**src/rtl/uart_tx_arbiter.sv**
```systemverilog
// Round-robin arbiter sharing one UART TX byte channel between two packet requesters.
// A grant covers a whole packet and is followed by a programmable idle gap.
module uart_tx_arbiter #(
  parameter logic [7:0] GAP_CYCLES = 8'd16
) (
  input  logic       clk,
  input  logic       btn1,
  input  logic [7:0] s0_data,
  input  logic       s0_valid,
  input  logic       s0_last,
  output logic       s0_ready,
  input  logic [7:0] s1_data,
  input  logic       s1_valid,
  input  logic       s1_last,
  output logic       s1_ready,
  output logic [7:0] tx_data,
  output logic       tx_valid,
  input  logic       tx_ready,
  output logic [1:0] grant,
  output logic       busy
);

  localparam int unsigned DataW = 8;
  localparam int unsigned GrantW = 2;

  typedef enum logic [1:0] {
    ST_IDLE = 2'd0,
    ST_XFER = 2'd1,
    ST_GAP  = 2'd2
  } state_e;

  state_e              state_q, state_d;
  logic [GrantW-1:0]   grant_q, grant_d;
  logic                last_grant_q, last_grant_d;
  logic [DataW-1:0]    gap_cnt_q, gap_cnt_d;
  logic                last_xfer;

  // State register; reset abandons any packet in flight
  always_ff @(posedge clk or negedge btn1) begin
    if (!btn1) begin
      state_q      <= ST_IDLE;
      grant_q      <= '0;
      last_grant_q <= 1'b1;
      gap_cnt_q    <= '0;
    end else begin
      state_q      <= state_d;
      grant_q      <= grant_d;
      last_grant_q <= last_grant_d;
      gap_cnt_q    <= gap_cnt_d;
    end
  end

  // Next-state logic plus the combinational passthrough of the granted requester
  always_comb begin
    state_d      = state_q;
    grant_d      = grant_q;
    last_grant_d = last_grant_q;
    gap_cnt_d    = gap_cnt_q;
    tx_data      = '0;
    tx_valid     = 1'b0;
    s0_ready     = 1'b0;
    s1_ready     = 1'b0;
    last_xfer    = 1'b0;

    case (state_q)
      ST_IDLE: begin
        if (s0_valid && s1_valid) begin
          grant_d = last_grant_q ? GrantW'(2'b01) : GrantW'(2'b10);
          state_d = ST_XFER;
        end else if (s0_valid) begin
          grant_d = GrantW'(2'b01);
          state_d = ST_XFER;
        end else if (s1_valid) begin
          grant_d = GrantW'(2'b10);
          state_d = ST_XFER;
        end
      end

      ST_XFER: begin
        if (grant_q[0]) begin
          tx_data   = s0_data;
          tx_valid  = s0_valid;
          s0_ready  = tx_ready;
          last_xfer = s0_valid & tx_ready & s0_last;
        end else if (grant_q[1]) begin
          tx_data   = s1_data;
          tx_valid  = s1_valid;
          s1_ready  = tx_ready;
          last_xfer = s1_valid & tx_ready & s1_last;
        end
        if (last_xfer) begin
          last_grant_d = grant_q[1];
          grant_d      = '0;
          if (GAP_CYCLES == 8'd0) begin
            state_d = ST_IDLE;
          end else begin
            gap_cnt_d = GAP_CYCLES - 8'd1;
            state_d   = ST_GAP;
          end
        end
      end

      ST_GAP: begin
        if (gap_cnt_q == '0) begin
          state_d = ST_IDLE;
        end else begin
          gap_cnt_d = gap_cnt_q - DataW'(1);
        end
      end

      default: begin
        state_d = ST_IDLE;
        grant_d = '0;
      end
    endcase
  end

  assign grant = grant_q;
  assign busy  = (state_q != ST_IDLE);

endmodule

```
**config.mk**
```make
export PLATFORM = sky130hd
export DESIGN_NAME = uart_tx_arbiter
export DESIGN_NICKNAME = d
export VERILOG_FILES = /design/src/rtl/uart_tx_arbiter.sv
export SDC_FILE = /design/constraint.sdc
export NUM_CORES = 1
export LEC_CHECK = 0
export CORE_MARGIN = 1.5
export CORE_UTILIZATION = 45
export DETAILED_ROUTE_END_ITERATION = 10
export PLACE_DENSITY = 0.84
export SLEW_MARGIN = 30
export SYNTH_ARGS = -nofsm -noshare
export SYNTH_HDL_FRONTEND = slang
export SYNTH_SLANG_ARGS = --single-unit
```
**constraint.sdc**
```tcl
create_clock -name clk -period 2.9 [get_ports clk]
set_clock_uncertainty 0.1 [all_clocks]
set_input_delay 0.29 -clock clk [delete_from_list [all_inputs] [get_ports clk]]
set_output_delay 0.29 -clock clk [all_outputs]
set_load 0.01 [all_outputs]
```
Word level (Yosys, flattened, before mapping)
Cells that the tools add are included.

Input bits: 23. Memories kept: 0. Register bits: 13. Bits in read-only memories: 0. Output and inout bits: 14. Bits in writable memories: 0. Logic and storage cells: 54. Bits in latches: 0.

Div/mod/pow operators: 0. Equal/unequal tests: 6. $add $sub $neg: 1. Shift operators: 0. Multiply operators: 0. Muxes and demuxes: 29. Reductions and logical operators: 9. Order comparisons: 0. Bitwise gates (word level): 5.

Operators with widths (number): 8-bit 2-to-1 mux (5); 2-bit 2-to-1 mux (10); 8-bit case mux with 2 select lines (1); 2-bit case mux with 3 select lines (2); 1-bit 2-to-1 mux (11); 3-bit AND reduction (3); 8-bit zero test (1); 8-bit by 1-bit subtractor with 8-bit output, second input constant (1); 2-bit inequality test, second input constant (3); 1-bit bitwise AND (4); 4-bit inequality test, second input constant (1); 2-bit nonzero test (2); 2-bit by 1-bit equality test with 1-bit output, second input constant (1); 2-bit equality test, second input constant (1); 2-bit zero test (1); 2-bit AND reduction (1); 1-bit logical AND (1); 1-bit inverter (1).

Logic depth before layout (Yosys ltp)
Gate-level depths: netlist (run 1).

Word-level depth: 7. Gate-level depth with buffers: 6. Gate-level depth less buffers: 6.

Worst setup path before layout (run 1)
Ideal clock, no wire load.

Path kind: register to register. Start point: reg state_q[0]. End point: reg gap_cnt_q[6]. Clock period less this slack: 1.855 ns. Stages on the path, launching flop included: 6. Arrival: 1.619 ns. Path buffers: 1. Required time: 2.663 ns. Setup slack: 1.045 ns. Setup time: 0.137 ns. Cell sequence: dfrtp_1 buf_6 or4b_4 or4_4 mux2i_1 nor2_1.

Cells in the longest elaborated chain, start to end: 3. Elaborated cells on any way between the ends: 7. Those cells by class: eq/ne: 4; mux: 1; reduce/logical: 2.

Ends and longest elaborated chain: from (decl) (line 32) `state_e state_q, state_d;`; from (signal assigned) (line 46) `state_q <= state_d;`; 2-bit equality test or 2-bit by 1-bit equality test with 1-bit output (tied branches) (line 65) `case (state_q)`; 2-bit inequality test (no source line) or 2-bit nonzero test (tied branches); 3-bit AND reduction (no source line); to (signal assigned) (line 49) `gap_cnt_q <= gap_cnt_d;`; to (decl) (line 35) `logic [DataW-1:0] gap_cnt_q, gap_cnt_d;`.

Several ways; a longest one is shown, not always the timed one. A chain may end at the register's enable or synchronous reset.

Worst setup path in the final report (run 1)
Start point: reg grant_q[1], in the netlist grant[1]. End point: out tx_data[3].

Cells in the longest elaborated chain, start to end: 3.

Ends and longest elaborated chain: from (decl) (line 33) `logic [GrantW-1:0] grant_q, grant_d;`; from (signal assigned) (line 47) `grant_q <= grant_d;`; 8-bit 2-to-1 mux (line 85) `end else if (grant_q[1]) begin`; 8-bit 2-to-1 mux (line 80) `if (grant_q[0]) begin`; 8-bit 2-to-1 mux (line 65); to (decl) (line 16) `output logic [7:0] tx_data,`.

No other way between the ends.

==> impl_results.md, run 1 <==
* Outcome: completed
* Cell accounting for the most synthesized area: dfrtp_1
* First drt pass iteration count at 4
* Initial drt markers at 23
* Worst Tran Pin Value at 0.587 ns
* Core area at between 1500 and 2000 um^2
* Clk_lat worst skew at roughly 0.28 ns
* Inserted Diodes at 0
* Register area share after synthesis at 37.2%
* Routability Congestion at about 0.90
* Syn_nets at approximately 130
* Post-Synth XOR/XNOR Area at 1.99%
* Post-CTS setup buffers at 0
* DP Worst Slack at roughly 0.76 ns
* Static Leak at 0.000527 uW
* Dominant cells by area after synthesis: dfrtp_1, nor2_1, a22oi_1
* PostCTS Resize Cnt at 0
* Fin. max-slew vios at 0
* Total power at between 900 and 1000 uW
* Worst Path Arrival at ~2.1 ns
* Grt ovf at 0
* Pwr Density at around 760 nW/um^2
* Max IR drop VDD at between 0.0005 and 0.0006 V
* Clock slew at reported path FFs at approximately 0.09 ns
* Final hold slack at about 0.27 ns
* Post-Syn Area at between 800 and 900 um^2
* CTS Buffer Depth at 2
* Sw frac at 41.0%
* Top Ports at 37
* Overall die height at between 40 and 50 um
* Worst min path class: primary input to asynchronous set/reset pin
* Hold Buf Count CTS at 0
* Multiplexer share of the synthesized area at around 1.1%
* Setup tns final at 0 ns
* Switching power total at ~400 uW
* Total routed wirelength at between 2 and 2.5 mm
* Synth top area share at between 30% and 40%
* Die W at 47.2 um
* Post-DRT Antenna Nets at 0
* Share of layout cells above drive strength 1 at 9.22%
* Internal at approximately 570 uW
* Worst setup margin at roughly 0.45 ns
* Max cap viols at 0
* Worst setup SP type: flop
* Max FO, Critical Path at 8
* Crit path launch: grant[1]
* Min Tclk post-route at 2.45 ns
* # DRC at 0
* Total GRT Usage at between 20% and 30%
* Area occupied by registers at ~330 um^2
* Pin count of the biggest net entering global routing at 18
* Combinational Power Share at a little over half
* # port buffers at 36
* Synth cell types at 36
* WL/cell at between 10 and 15 um
* Vias/cell at about 5.3
* Initial antenna violation count at 0
* Syn Area/Cell at about 8.4 um^2
* Layout Utilization at between 70% and 80%
* Largest family of logic cells by synthesized area: simple AND/OR/NAND/NOR gates
* FF-to-FF Start: gap_cnt_q[0]
* Type of destination of the critical path: output pin
* Max Clk Rate at ~400 MHz
* Relative slew slack at around 61%
* Final Hold Viols at 0
* H-tree Lvls at 1
* Yosys warning count at 0
* Syn Inst Count at 104
* Synth Area in Compound Gates at between 20% and 30%
* Simple-gate share of the synthesized area at approximately 29%
* Post-detail-place hpwl at 1.75 mm
* Root Buffer: clkbuf_4
* Critical path class: flop to output pin
* WP data required at about 2.5 ns
* Layout fillers at ~140
* Reg power frac at about a third
* Row count at 15
* Die area at 2230 um^2
* Clk network pwr share at a little under an eighth
* Vias after detailed routing at about 880
* Clk sinks at 13
* TritonCTS Buffers at 3
* Final setup violation count at 0
* Multi-input gate area at 507 um^2
* Post-Synth Adder-Cell Area at around 2.8%
* Initial Util at 49.3%
* CTS tree: built
* First-pass GRT wire length at about 3.4 mm
* Final period util at between 80% and 90%
* Nets at 167
* RSZ-0062 raised after global routing: false
* Vias in the first global route at approximately 800
* Area grow syn2layout at 46.4%
* Synthesis-stage register bit count at 13
## sequential cells by signal (all words and copies together), names as in the netlist
name / cells
state_q: 2
last_grant_q: 1
gap_cnt_q: 8
grant: 2
## cell type report
cell class | instances | share of cell area (%)
clock inverter | 1 | 0.389
inverter | 5 | 1.46
timing repair buffer | 38 | 29.2
multi-input combinational | 81 | 39.4
sequential | 13 | 25.4
tap | 25 | 2.43
clock buffer | 3 | 1.75
## critical path, cell delays in order, from the launching register on
cell and delay (ns):
dfrtp_1 0.48, nor2b_1 0.48, a22oi_1 0.13, nor2_1 0.13, clkdlybuf4s50_1 0.55
## cells by family (layout without fill, tap and decap cells)
logic type / count (synthesis) / count (layout)
fa+ha+maj: 2 / 2
simple gates: 47 / 47
xor+xnor: 2 / 2
flops: 13 / 13
compound gates: 29 / 29
mux: 1 / 1
buf+inv: 10 / 47
## metrics by stage
stage	area, um^2	cells
5_1_grt	1290	166
2_1_floorplan	878	104
6_report	1290	166
3_3_place_gp	1260	162
4_1_cts	1290	166
3_5_place_dp	1260	162
## synthesized netlist by cell type
master and n:
nand3_1 2, nor4b_2 1, a211o_1 1, dfrtp_1 12, buf_6 1, and3_1 3
o211ai_1 1, nand2_1 10, a22oi_1 7, nand4b_1 1, xnor2_1 2, a211oi_1 4
clkbuf_1 4, ha_1 2, mux2i_1 1, o22ai_1 1, nor4_1 1, and2_0 1
or2b_1 1, nor2_1 16, o31ai_1 1, or4_1 1, inv_1 5, or4b_4 1
a31oi_1 2, o21ai_0 2, nor3_1 3, nor4b_1 1, or4_4 1, dfstp_2 1
a21oi_1 7, a2111oi_0 1, nor2b_1 2, or2_2 2, a211oi_2 1, a2111o_1 1
## placed cells by master (no fill, tap or decap), types with 3 or more instances in the layout
cell type | netlist | layout
dfrtp_1 | 12 | 12
inv_1 | 5 | 5
a22oi_1 | 7 | 7
and3_1 | 3 | 3
a211oi_1 | 4 | 4
nand2_1 | 10 | 10
nor2_1 | 16 | 16
a21oi_1 | 7 | 7
clkdlybuf4s50_1 | 0 | 36
nor3_1 | 3 | 3
clkbuf_4 | 0 | 3
## worst paths after layout
check,to,slack (ns),cells past startpoint
worst max-delay path,tx_data[3],0.45,4
worst min-delay path,gap_cnt_q[3],0.27,1
worst max register to register,gap_cnt_q[2],0.87,7
worst min register to register,last_grant_q,0.37,2
max in group asynchronous,state_q[0],2.04,1
min in group clk,last_grant_q,0.37,2
## routing by layer
metal  track usage, %  routed length (um)  up-vias
met5                0                   0        -
met3             7.69                  78        2
met2             32.6                1080       13
li1                 -                   -      454
met1             31.2                1110      415
met4             5.56                   8        0
## power groups by stage
stage	clock network, uW	registers, uW	logic [uW]
CTS	114	340	521
global placement	0	336	509
global route	126	353	577
detailed placement	0	344	519
floorplan	0	319	300
finish	114	342	520
Power figures use the tool's default switching activity.
==> inputs of run 2 (changes only) <==
--- a/config.mk
+++ b/config.mk
@@ -6,9 +6,9 @@
 export NUM_CORES = 1
 export LEC_CHECK = 0
 export CORE_MARGIN = 1.5
-export CORE_UTILIZATION = 45
+export CORE_UTILIZATION = 37
 export DETAILED_ROUTE_END_ITERATION = 10
-export PLACE_DENSITY = 0.84
+export PLACE_DENSITY = 0.74
 export SLEW_MARGIN = 30
 export SYNTH_ARGS = -nofsm -noshare
 export SYNTH_HDL_FRONTEND = slang
==> constraint.sdc (replaced) <==
create_clock -name clk -period 2.1 [get_ports clk]
set_clock_uncertainty 0.1 [all_clocks]
set_input_delay 0.21 -clock clk [delete_from_list [all_inputs] [get_ports clk]]
set_output_delay 0.21 -clock clk [all_outputs]
set_load 0.01 [all_outputs]
==> impl_results.md, run 2 (synthesis gave the netlist of run 1 again) <==
* Routability Congestion at between 0.9 and 1
* Crit path launch: state_q[1]
* H-tree Lvls at 1
* CTS Buffer Depth at 2
* WL/cell at roughly 14 um
* Placement Cell Area at 1280 um^2
* Worst setup SP type: flop
* Clk_lat worst skew at 0.28 ns
* Commonest cells after routing, fill and taps aside: clkdlybuf4s50_1, nor2_1, nand2_1, dfrtp_1
* Max cap viols at 0
* Worst min path class: primary input to asynchronous set/reset pin
* Grt ovf at 0
* WP data required at ~1.8 ns
* Max FFs per register at 8
* Initial Util at between 30% and 40%
* FF-to-FF Start: gap_cnt_q[1]
* Setup tns final at 0 ns
* Max FO, Critical Path at 8
* Vias in the first global route at around 900
* Post-route insts no fill at ~180
* Relative slew slack at between 60% and 70%
* Post-DRT Antenna Nets at 0
* Type of destination of the critical path: output pin
* Area grow syn2layout at 55.8%
* Final hold slack at 0.191 ns
* Worst Path Arrival at 1.69 ns
* Total routed wirelength at between 2 and 2.5 mm
* Final instance area at around 1400 um^2
* Post-detail-place hpwl at approximately 1.8 mm
* Clock slew at reported path FFs at approximately 0.08 ns
* Dpl cells at between 150 and 200
* Pin count of the biggest net entering global routing at 18
* Final Hold Viols at 0
* RSZ-0062 raised after global routing: false
* Core area at ~2200 um^2
* Max Clk Rate at between 500 and 600 MHz
* Initial antenna violation count at 0
* CTS tree: built
* DR WL met3 at around 210 um
* Overall die height at between 50 and 60 um
* Max IR drop VDD at a little under 0.0006 V
* # port buffers at 36
* Fin. max-slew vios at 0
* Final setup violation count at 0
* Pwr Density at approximately 1100 nW/um^2
* Die area at 2670 um^2
* Worst Tran Pin Value at 0.570 ns
* Outcome: completed
* Row count at 17
* Final period util at between 90% and 100%
* Most common cell after layout, fill and taps aside: clkdlybuf4s50_1
* Nets at 173
* Biggest register: gap_cnt_q
* Min Tclk post-route at roughly 2 ns
* Root Buffer: clkbuf_4
* WL met2 at approximately 1.1 mm
* Share of layout cells above drive strength 1 at 16.3%
* Initial drt markers at 25
* Clk sinks at 13
* DR top layer: met4
* Inserted Diodes at 0
* Vias after detailed routing at around 950
* Worst setup margin at between 0.1 and 0.15 ns
* # DRC at 0
* Critical path class: flop to output pin
* Static Leak at 0.000635 uW
* M1 WL at 1.10 mm
* Top Ports at 37
* Total GRT Usage at roughly a fifth
* DP Worst Slack at 0.0800 ns
* First drt pass iteration count at 4
* Die W at approximately 52 um
* First-pass GRT wire length at 3.95 mm
* TritonCTS Buffers at 3
* Vias/cell at approximately 5.4
run 2: per-stage QoR:
step	utilization (%)	total power (uW)
after CTS	58.7	1400
after global routing	61.3	1560
after floorplan	-	854
final	61.3	1440
after detailed placement	57.2	1220
after global placement	57.2	1200
run 2: worst paths after layout:
kind                                endpoint  slack (ns)  depth (start not counted)
worst max-delay path              tx_data[3]        0.10                          3
worst min-delay path            gap_cnt_q[4]        0.19                          1
worst max register to register  gap_cnt_q[2]        0.23                          6
worst min register to register  last_grant_q        0.36                          2
max in group asynchronous         state_q[0]        1.30                          1
min in group clk                last_grant_q        0.36                          2
run 2: timing repair:
item | in CTS | in global routing
setup endpoints to repair | 11 | 15
gates resized for setup | 3 | 9
cloned | 0 | 1
endpoints found under the hold margin | 0 | 0
buffers inserted | 0 | 3
hold buffers | 0 | 0
run 2: routing by layer:
metal  up-vias  track usage [%]
met2        40             33.8
met5         -                0
met3         5             5.17
met4         0             12.3
li1        467                -
met1       440             22.9
run 2: power breakdown:
| group | internal (uW) | switching, uW | leakage [uW] | total (uW) |
|---|---|---|---|---|
| combinational | 438 | 384 | 0.000472 | 823 |
| clock | 73.8 | 82.3 | 0.0000150 | 156 |
| sequential | 347 | 113 | 0.000148 | 460 |
run 2: worst max-delay path: stages (launching register included):
cell             delay [ns]
dfrtp_2                0.46
or2b_4                 0.30
nor2_1                 0.11
clkdlybuf4s50_1        0.54
run 2: area by class of cell:
cell class                 count  area, um^2
tap                           28        35.0
timing repair buffer          43         425
sequential                    13         329
inverter                       5        18.8
clock buffer                   4        26.3
multi-input combinational     82         534
fill                         199         865
